<file path="src/rtl/pwm_pkg.sv">
// Shared definitions for the PWM profile controller: sequencer states,
// 50 MHz timing defaults and the pulse-width clamp.
package pwm_pkg;

  typedef enum logic {
    IDLE = 1'b0,
    RUN  = 1'b1
  } seq_state_e;

  localparam int PERIOD_20MS = 1000000;
  localparam int PW_NEUTRAL  = 75000;
  localparam int PW_MIN      = 50000;
  localparam int PW_MAX      = 100000;

  // Wide enough for any practical counter width; callers cast in and out.
  localparam int CLAMP_W = 64;
  typedef logic [CLAMP_W-1:0] clamp_t;

  function automatic clamp_t clampPw(input clamp_t pw, input clamp_t lo, input clamp_t hi);
    clamp_t r;
    r = pw;
    if (pw < lo) begin
      r = lo;
    end else if (pw > hi) begin
      r = hi;
    end
    return r;
  endfunction

endpackage

</file>
<file path="src/rtl/pwm_channel.sv">
// One PWM output: latches its target width at the frame boundary and
// drives a registered compare against the shared frame counter.
module pwm_channel
  import pwm_pkg::*;
#(
  parameter int CNT_W   = 32,
  parameter int NEUTRAL = PW_NEUTRAL
) (
  input  logic             clock,
  input  logic             reset,
  input  logic [CNT_W-1:0] frame_cnt,
  input  logic             frame_end,
  input  logic [CNT_W-1:0] target_pw,
  output logic             signal
);

  logic [CNT_W-1:0] pw_l_q, pw_l_d;
  logic             signal_q, signal_d;

  // Width only changes on the last clock of a frame, so a pulse in flight
  // is never cut short or stretched.
  always_comb begin
    pw_l_d   = frame_end ? target_pw : pw_l_q;
    signal_d = (frame_cnt < pw_l_q);
  end

  always_ff @(posedge clock) begin
    if (reset) begin
      pw_l_q   <= CNT_W'(NEUTRAL);
      signal_q <= 1'b0;
    end else begin
      pw_l_q   <= pw_l_d;
      signal_q <= signal_d;
    end
  end

  assign signal = signal_q;

endmodule

</file>
<file path="src/rtl/pwm_profile_controller.sv">
// Multi-channel servo/ESC driver: plays a STEPS-long pulse-width profile on
// start, then falls back to NEUTRAL. All channels share one frame counter.
module pwm_profile_controller
  import pwm_pkg::*;
#(
  parameter int CHANNELS = 2,
  parameter int CNT_W    = 32,
  parameter int PERIOD   = PERIOD_20MS,
  parameter int NEUTRAL  = PW_NEUTRAL,
  parameter int MIN_PW   = PW_MIN,
  parameter int MAX_PW   = PW_MAX,
  parameter int STEPS    = 3,
  localparam int IDX_W   = (STEPS > 1) ? $clog2(STEPS) : 1
) (
  input  logic                   clock,
  input  logic                   reset,
  input  logic                   start,
  input  logic                   abort,
  input  logic [STEPS*CNT_W-1:0] step_pw,
  input  logic [STEPS*CNT_W-1:0] step_len,
  input  logic [CHANNELS-1:0]    ch_enable,
  output logic [CHANNELS-1:0]    signal,
  output logic                   busy,
  output logic                   done,
  output logic [IDX_W-1:0]       step_idx
);

  localparam logic [CNT_W-1:0] PERIOD_M1 = CNT_W'(PERIOD - 1);
  localparam logic [IDX_W-1:0] LAST_STEP = IDX_W'(STEPS - 1);

  logic [CNT_W-1:0] frame_cnt_q, frame_cnt_d;
  logic             frame_end;

  seq_state_e       state_q;
  logic [IDX_W-1:0] step_idx_q;
  logic [CNT_W-1:0] step_cnt_q;
  logic             busy_q, done_q;

  logic [CNT_W-1:0] cur_pw, cur_len, cur_len_m1, run_pw;
  logic             step_last_clk;

  always_comb begin
    frame_end   = (frame_cnt_q == PERIOD_M1);
    frame_cnt_d = frame_end ? '0 : frame_cnt_q + CNT_W'(1);
  end

  always_ff @(posedge clock) begin
    if (reset) begin
      frame_cnt_q <= '0;
    end else begin
      frame_cnt_q <= frame_cnt_d;
    end
  end

  // A zero duration is treated as one clock so every step is visited.
  always_comb begin
    cur_pw  = '0;
    cur_len = '0;
    for (int k = 0; k < STEPS; k++) begin
      if (step_idx_q == IDX_W'(k)) begin
        cur_pw  = step_pw[k*CNT_W +: CNT_W];
        cur_len = step_len[k*CNT_W +: CNT_W];
      end
    end
    cur_len_m1    = (cur_len == '0) ? '0 : cur_len - CNT_W'(1);
    step_last_clk = (step_cnt_q >= cur_len_m1);
    run_pw        = CNT_W'(clampPw(clamp_t'(cur_pw), clamp_t'(MIN_PW), clamp_t'(MAX_PW)));
  end

  // Durations are in clocks, not frames: a step shorter than a frame can
  // finish without ever being latched onto an output.
  always_ff @(posedge clock) begin
    if (reset) begin
      state_q    <= IDLE;
      step_idx_q <= '0;
      step_cnt_q <= '0;
      busy_q     <= 1'b0;
      done_q     <= 1'b0;
    end else begin
      done_q <= 1'b0;
      case (state_q)
        IDLE: begin
          if (start && !abort) begin
            state_q    <= RUN;
            step_idx_q <= '0;
            step_cnt_q <= '0;
            busy_q     <= 1'b1;
          end
        end
        RUN: begin
          if (abort) begin
            state_q    <= IDLE;
            step_idx_q <= '0;
            step_cnt_q <= '0;
            busy_q     <= 1'b0;
          end else if (step_last_clk) begin
            step_cnt_q <= '0;
            if (step_idx_q < LAST_STEP) begin
              step_idx_q <= step_idx_q + IDX_W'(1);
            end else begin
              state_q    <= IDLE;
              step_idx_q <= '0;
              busy_q     <= 1'b0;
              done_q     <= 1'b1;
            end
          end else begin
            step_cnt_q <= step_cnt_q + CNT_W'(1);
          end
        end
        default: state_q <= IDLE;
      endcase
    end
  end

  for (genvar c = 0; c < CHANNELS; c++) begin : g_ch
    logic [CNT_W-1:0] target_pw;

    assign target_pw = ((state_q == RUN) && ch_enable[c]) ? run_pw : CNT_W'(NEUTRAL);

    pwm_channel #(
      .CNT_W  (CNT_W),
      .NEUTRAL(NEUTRAL)
    ) u_ch (
      .clock    (clock),
      .reset    (reset),
      .frame_cnt(frame_cnt_q),
      .frame_end(frame_end),
      .target_pw(target_pw),
      .signal   (signal[c])
    );
  end

  assign busy     = busy_q;
  assign done     = done_q;
  assign step_idx = step_idx_q;

endmodule
</file>
<file path="config.mk">
export PLATFORM = sky130hd
export DESIGN_NAME = pwm_profile_controller
export DESIGN_NICKNAME = d
export VERILOG_FILES = /design/src/rtl/pwm_pkg.sv /design/src/rtl/pwm_channel.sv /design/src/rtl/pwm_profile_controller.sv
export SDC_FILE = /design/constraint.sdc
export NUM_CORES = 1
export LEC_CHECK = 0
export CELL_PAD_IN_SITES_DETAIL_PLACEMENT = 0
export CELL_PAD_IN_SITES_GLOBAL_PLACEMENT = 1
export CORE_MARGIN = 4
export CORE_UTILIZATION = 39
export CTS_BUF_LIST = sky130_fd_sc_hd__clkbuf_2 sky130_fd_sc_hd__clkbuf_4 sky130_fd_sc_hd__clkbuf_8
export DETAILED_ROUTE_END_ITERATION = 10
export HOLD_SLACK_MARGIN = 0.08
export PLACE_DENSITY = 0.92
export SLEW_MARGIN = 20
export SYNTH_ARGS = -nofsm -noshare
export SYNTH_HDL_FRONTEND = slang
export SYNTH_SLANG_ARGS = --single-unit
</file>
<file path="constraint.sdc">
create_clock -name clock -period 5.1 [get_ports clock]
set_input_delay 0.765 -clock clock [delete_from_list [all_inputs] [get_ports clock]]
set_output_delay 0.765 -clock clock [all_outputs]
set_load 0.05 [all_outputs]
</file>
Yosys cells after proc, flatten, opt, wreduce, memory -nomap -nowiden. Index checks and enable logic that the tools add are counted.

Memories: 0. Memory bits (read-only): 0. Flip-flop bits (word level): 135. Bits in writable memories: 0. Output and inout port bits: 6. Logic and storage cells: 69. Bits in latches: 0.

Div/mod/pow operators: 0. $add $sub $neg: 4. Mux-type cells: 31. Multiply operators: 0. Bitwise gates (word level): 2. Magnitude comparators: 6. Reductions and logical operators: 10. Shifts and indexed selects: 0. Equal/unequal tests: 6.

Operators with widths (number): two-way mux 32 bit (14); adder 32 x 1 -> 32 bit (second input constant) (2); < comparator 32 bit (2); case mux 32 bit (2 select lines) (1); equality test 32 x 20 -> 1 bit (second input constant) (1); greater-or-equal comparator 32 bit (1); greater-than comparator 32 x 17 -> 1 bit (second input constant) (1); logical NOT 32 bit (1); < comparator 32 x 16 -> 1 bit (second input constant) (1); subtractor 32 x 1 -> 32 bit (second input constant) (1); two-way mux 1 bit (9); two-way mux 2 bit (4); case mux 1 bit (2 select lines) (2); case mux 2 bit (2 select lines) (1); OR reduction 4 bit (1); logical AND 1 bit (3); inequality test 3 x 2 -> 1 bit (second input constant) (1); inequality test 3 bit (second input constant) (1); AND reduction 3 bit (1); adder 2 x 1 -> 2 bit (second input constant) (1); equality test 2 x 1 -> 1 bit (second input constant) (1); equality test 2 bit (second input constant) (1); logical NOT 2 bit (1); < comparator 2 bit (second input constant) (1); other kinds (5) (6).

Longest topological paths before layout.
Depth after elaboration: 10. Depth in mapped cells: 23. Depth with buffers taken out: 15.

Cells and area by module. From an unflattened synthesis, not the netlist that was laid out.

Cells, all modules: 1219. Area total of the unflattened synthesis: 10038.4 um^2.

By module, submodules not included: pwm_profile_controller (cells an instance 777, times used 1, seq. area each 1381.3 um^2, area each 6202.2 um^2); pwm_channel (cells an instance 221, times used 2, seq. area each 660.6 um^2, area each 1918.1 um^2).

Least setup slack after synthesis. OpenSTA, ideal clock, no wires.

Path type: register -> register. Start point: reg step_idx_q[0] (netlist: step_idx[0]). End point: reg step_cnt_q[11]. Clock period less this slack: 4.813 ns. Buffers on the path: 6. Cell stages (with the launch flop): 20. Required time: 5.029 ns. Library setup time: 0.071 ns. Setup slack: 0.287 ns. Arrival: 4.743 ns. Cells stage by stage: dfxtp_1 buf_4 buf_6 buf_6 buf_4 mux2_2 a22oi_1 ha_1 nand4_1 or4_1 nand2b_4 buf_6 a31oi_1 ha_1 and4_1 and3_1 a311oi_1 a31oi_1 clkbuf_1 a21oi_1.

Longest elaborated chain between the ends: 10.

RTL lines: from (decl) (RTL line pwm_profile_controller.sv:35) `logic [IDX_W-1:0] step_idx_q;`; from (signal assigned) (RTL line pwm_profile_controller.sv:99) `step_idx_q <= step_idx_q + IDX_W'(1);`; logical NOT 2 bit (RTL line pwm_profile_controller.sv:60) `if (step_idx_q == IDX_W'(k)) begin`; two-way mux 32 bit (2 in a row) (RTL line pwm_profile_controller.sv:60); two-way mux 32 bit * (RTL line pwm_profile_controller.sv:60); subtractor 32 x 1 -> 32 bit or logical NOT 32 bit (tied branches) (RTL line pwm_profile_controller.sv:65) `cur_len_m1 = (cur_len == '0) ? '0 : cur_len - CNT_W'(1);`; two-way mux 32 bit * (RTL line pwm_profile_controller.sv:65); greater-or-equal comparator 32 bit * (RTL line pwm_profile_controller.sv:66) `step_last_clk = (step_cnt_q >= cur_len_m1);`; two-way mux 32 bit * (RTL line pwm_profile_controller.sv:96) `end else if (step_last_clk) begin`; two-way mux 32 bit * (RTL line pwm_profile_controller.sv:91) `if (abort) begin`; case mux 32 bit (2 select lines) * (RTL line pwm_profile_controller.sv:81) `case (state_q)`; to (signal assigned) (RTL line pwm_profile_controller.sv:107) `step_cnt_q <= step_cnt_q + CNT_W'(1);`; to (decl) (RTL line pwm_profile_controller.sv:36) `logic [CNT_W-1:0] step_cnt_q;`.

Every way passes the cells marked *; elsewhere a longest branch is shown, timed or not. A chain may end at the register's enable or synchronous reset.

Final worst setup path.
Start point: reg step_idx_q[0] (netlist: step_idx[0]). End point: reg state_q.

Longest elaborated chain between the ends: 10.

RTL lines: logical NOT 2 bit (RTL line pwm_profile_controller.sv:60); two-way mux 32 bit (3 in a row) (RTL line pwm_profile_controller.sv:60); subtractor 32 x 1 -> 32 bit or logical NOT 32 bit (tied branches) (RTL line pwm_profile_controller.sv:65); two-way mux 32 bit (RTL line pwm_profile_controller.sv:65); greater-or-equal comparator 32 bit (RTL line pwm_profile_controller.sv:66); two-way mux 1 bit * (RTL line pwm_profile_controller.sv:96); two-way mux 1 bit * (RTL line pwm_profile_controller.sv:91); case mux 1 bit (2 select lines) * (RTL line pwm_profile_controller.sv:81); to (signal assigned) (RTL line pwm_profile_controller.sv:84) `state_q <= RUN;`; to (signal assigned) (RTL line pwm_profile_controller.sv:92) `state_q <= IDLE;`; to (signal assigned) (RTL line pwm_profile_controller.sv:101) `state_q <= IDLE;`; to (decl) (RTL line pwm_profile_controller.sv:34) `seq_state_e state_q;`.

Marks and branches as above.

==> flow_metrics.tcl <==
set metrics [dict create \
    outcome "finished clean" \
    power_switching_uw 532 \
    synth_edf_count 0 \
    antennaDiodeCount 0 \
    rrSetupSlack_ns 0.49 \
    gp_congestion 0.992 \
    cts.htree.levels 4 \
    hold_violations 0 \
    drt_pass1_iterations 5 \
    crit_path_frequent_cell "buf_4" \
    reg2reg_depth 15 \
    path_class "flip-flop to flip-flop" \
    slowest_delay_ns 0.62 \
    switching_share_pct 23.2 \
    grt_pass1_vias 8633 \
    area_growth_pct 30.7 \
    total_power_uw 2290 \
    slew_headroom_pct 41.7 \
    die_h_um 162 \
    boundaryPins 204 \
    busiest_layer "met2" \
    p_comb_share_pct 13.8 \
    grt.met1_usage_pct 23.8 \
    overflow 0 \
    grt_pass1_wl_um 41800 \
    synth.ff_latch_count 135 \
    worstReg2RegStart "step_idx[0]$_SDFFE_PP0P_" \
    leakagePower_uw 0.00478 \
    synth_nets 1394 \
    crit_chain "buf_4 -> mux2i_1 -> nor2_1 -> a2111oi_2 -> nand3_2 -> or4_1 -> nand2b_4 -> a31oi_1 -> ha_1 -> and4_1 -> and3_1 -> a311oi_1 -> buf_4 -> a21oi_1 -> a2111oi_0" \
    fin_crit_sh_pct 90.4 \
    maxSlewViolCount 0 \
    die_area_mm2 0.0261 \
    synth-main-ff-cell "dfxtp_1" \
    synth.area.top_cells "dfxtp_1 (29%), ha_1 (13%), nor2_1 (5.4%), mux2i_1 (5.1%), xor2_1 (4.6%)" \
    fillers 2174 \
    io_buffers 203 \
    synth_cell_type_count 64 \
    hp-class "flip-flop to flip-flop" \
    p_clk_share_pct 39.9 \
    core_mm2 0.0229 \
    cts_hold_buf 0 \
    required_ns 5.43 \
    post-route-min-period_ns 4.61 \
    cts.sinks 135 \
    num_vias 8660 \
    grtUsageTotal_pct 19.5 \
    drive_gt1_share_pct 6.37 \
    crit_slowest_cell "dfxtp_4" \
    min_path_cells 2 \
    seqPwrFrac_pct 46.4 \
    min_from "g_ch[1].u_ch.pw_l_q[27]$_SDFFE_PP0P_" \
    postRouteAntennaNets 0 \
    max-cap-violations 0 \
    yosysSeqAreaShare_pct 29.4 \
    avgRoutedWirePerCell_um 16.0 \
    viasPerCell 5.31 \
    final_net_count 1601 \
    cts_tree "built" \
    placed_cell_area_mm2 0.0116 \
    ys_warn_count 0 \
    startpoint_type "flip-flop" \
    gr-usage-met2_pct 33.5 \
    post_cts_resize_count 0 \
    grt_max_degree 48 \
    cts-root-buf "clkbuf_8" \
    insertion_delay_ns 0.44 \
    antenna_found_initial 0 \
    wl_um 26000 \
    drc_errors 0 \
    irDropWorstVdd_mv 0.134 \
    synth_top_area_share_pct 29.4 \
    initial_core_util_pct 40.1 \
    cp.arrival_ns 4.94 \
    p_int_uw 1760 \
    chipWidth_um 162 \
    final_area_mm2 0.0120 \
    report.final.setup_viol 0 \
    fin_skew_ns 0.0126 \
    critPathMaxFanout 19 \
    cts_made_buffers 17 \
    clockBufferDepth 2 \
    path_clk_slew_ns 0.07 \
    yosysTopAreaCell "dfxtp_1" \
    worstReg2RegEnd "state_q$_SDFF_PP0_" \
    hpwl_um 21100 \
    tightest_slew_ns 0.872 \
    pwr_density_cell_mw_per_mm2 191 \
    whs_endpoint "g_ch[1].u_ch.pw_l_q[27]$_SDFFE_PP0P_" \
    synth_cells 1098 \
    end_kind "flip-flop" \
    first_iter_violations 550 \
    finalSetupTns_ns 0 \
    ys_async_sr_fraction_pct 0 \
    rsz0062_at_grt "no" \
    avgSynthCellArea_um2 8.38 \
    max_freq_ghz 0.217 \
    syn-cell-area_mm2 0.00920 \
    grt_use_met3_pct 4.75 \
    hold_ws_ns 0.441 \
    num_rows 55 \
]
[synthesized netlist by cell type (27+ instances only)]
master       n
xnor2_1     27
nor2_1     132
o21ai_0     34
ha_1        98
nand2_1     82
mux2i_1     47
dfxtp_1    135
nand4_1     27
inv_1       78
nand3_1     33
xor2_1      48
o2bb2ai_1   40
a21oi_1     44
[metrics by stage]
stage / utilization [%] / setup WS (ns) / std cells
floorplan: - / 0.287 / 1098
global placement: 50.5 / 0.118 / 1598
detailed placement: 50.5 / 0.0889 / 1598
CTS: 52.4 / 0.283 / 1630
global route: 52.4 / 0.102 / 1631
finish: 52.4 / 0.489 / 1631
[worst max-delay path, delay by kind of cell (launching register included)]
kind,cells,cell delay (ns)
flops,1,0.62
simple gates,6,1.47
buf+inv,2,0.51
mux,1,0.22
compound gates,5,1.39
fa+ha+maj,1,0.26
[routing by layer]
| layer | routed length [µm] | part of all wire [%] |
|---|---|---|
| met4 | 801 | 3.1 |
| met2 | 12200 | 47 |
| met1 | 11400 | 44 |
| met5 | 0 | 0 |
| met3 | 1580 | 6.1 |
[timing repair]
item,in CTS,in global routing
endpoints found under the hold margin,0,0
buffers inserted,0,1
setup endpoints to repair,0,5
[placed cells by master (no fill, tap or decap), types with 8 or more instances in the layout]
master           synthesis  routed
a21o_1                  24      24
a21oi_1                 44      44
a22o_1                  10      10
and2_1                   8       8
and3_1                  15      15
buf_4                    5      23
clkbuf_8                 0      22
clkdlybuf4s50_1          0     203
dfxtp_1                135     133
ha_1                    98      98
inv_1                   78      78
mux2i_1                 47      47
nand2_1                 82      82
nand2b_1                11      11
nand3_1                 33      33
nand4_1                 27      27
nor2_1                 132     132
nor3_1                  23      23
nor4_1                  21      21
o21ai_0                 34      34
o2bb2ai_1               40      40
or3_1                   10      10
xnor2_1                 27      27
xor2_1                  48      48
[cell type report]
cell class	count	area, µm²	share of cell area, %
clock inverters	7	91.3	0.760
multi-input cells	846	5990	49.8
repair buffers	227	2220	18.5
inverters	78	293	2.44
well taps	313	392	3.26
clock buffers	25	325	2.71
flip-flops and latches	135	2710	22.5
[how the worst max path moves through the flow]
stage	from	end
2_1_floorplan	step_idx[0]$_SDFFE_PP0P_	step_cnt_q[11]$_SDFFE_PP0P_
3_3_place_gp	step_len[33]	state_q$_SDFF_PP0_
3_5_place_dp	step_len[33]	state_q$_SDFF_PP0_
4_1_cts	step_idx[0]$_SDFFE_PP0P_	state_q$_SDFF_PP0_
5_1_grt	step_idx[0]$_SDFFE_PP0P_	state_q$_SDFF_PP0_
6_report	step_idx[0]$_SDFFE_PP0P_	state_q$_SDFF_PP0_
[power by group through the flow]
stage | clock (µW) | combinational, µW | sequential [µW]
after global routing | 988 | 342 | 1060
after global placement | 0 | 312 | 1090
after detailed placement | 0 | 316 | 1090
after floorplan | 0 | 114 | 1090
final | 914 | 315 | 1060
after CTS | 939 | 317 | 1060
[state kept, by name (all words and copies together) (netlist names)]
name              count
busy                  1
g_ch.u_ch.signal      2
done                  1
step_cnt_q           32
g_ch.u_ch.pw_l_q     64
state_q               1
frame_cnt_q          32
step_idx              2
[kinds of logic after synthesis]
group           share of synthesized area [%]
simple gates                             21.4
xor+xnor                                 7.14
flops                                    29.4
compound gates                           17.7
mux                                      5.36
fa+ha+maj                                13.3
buf+inv                                  5.70
No activity file was read; power rests on OpenSTA's default activity.
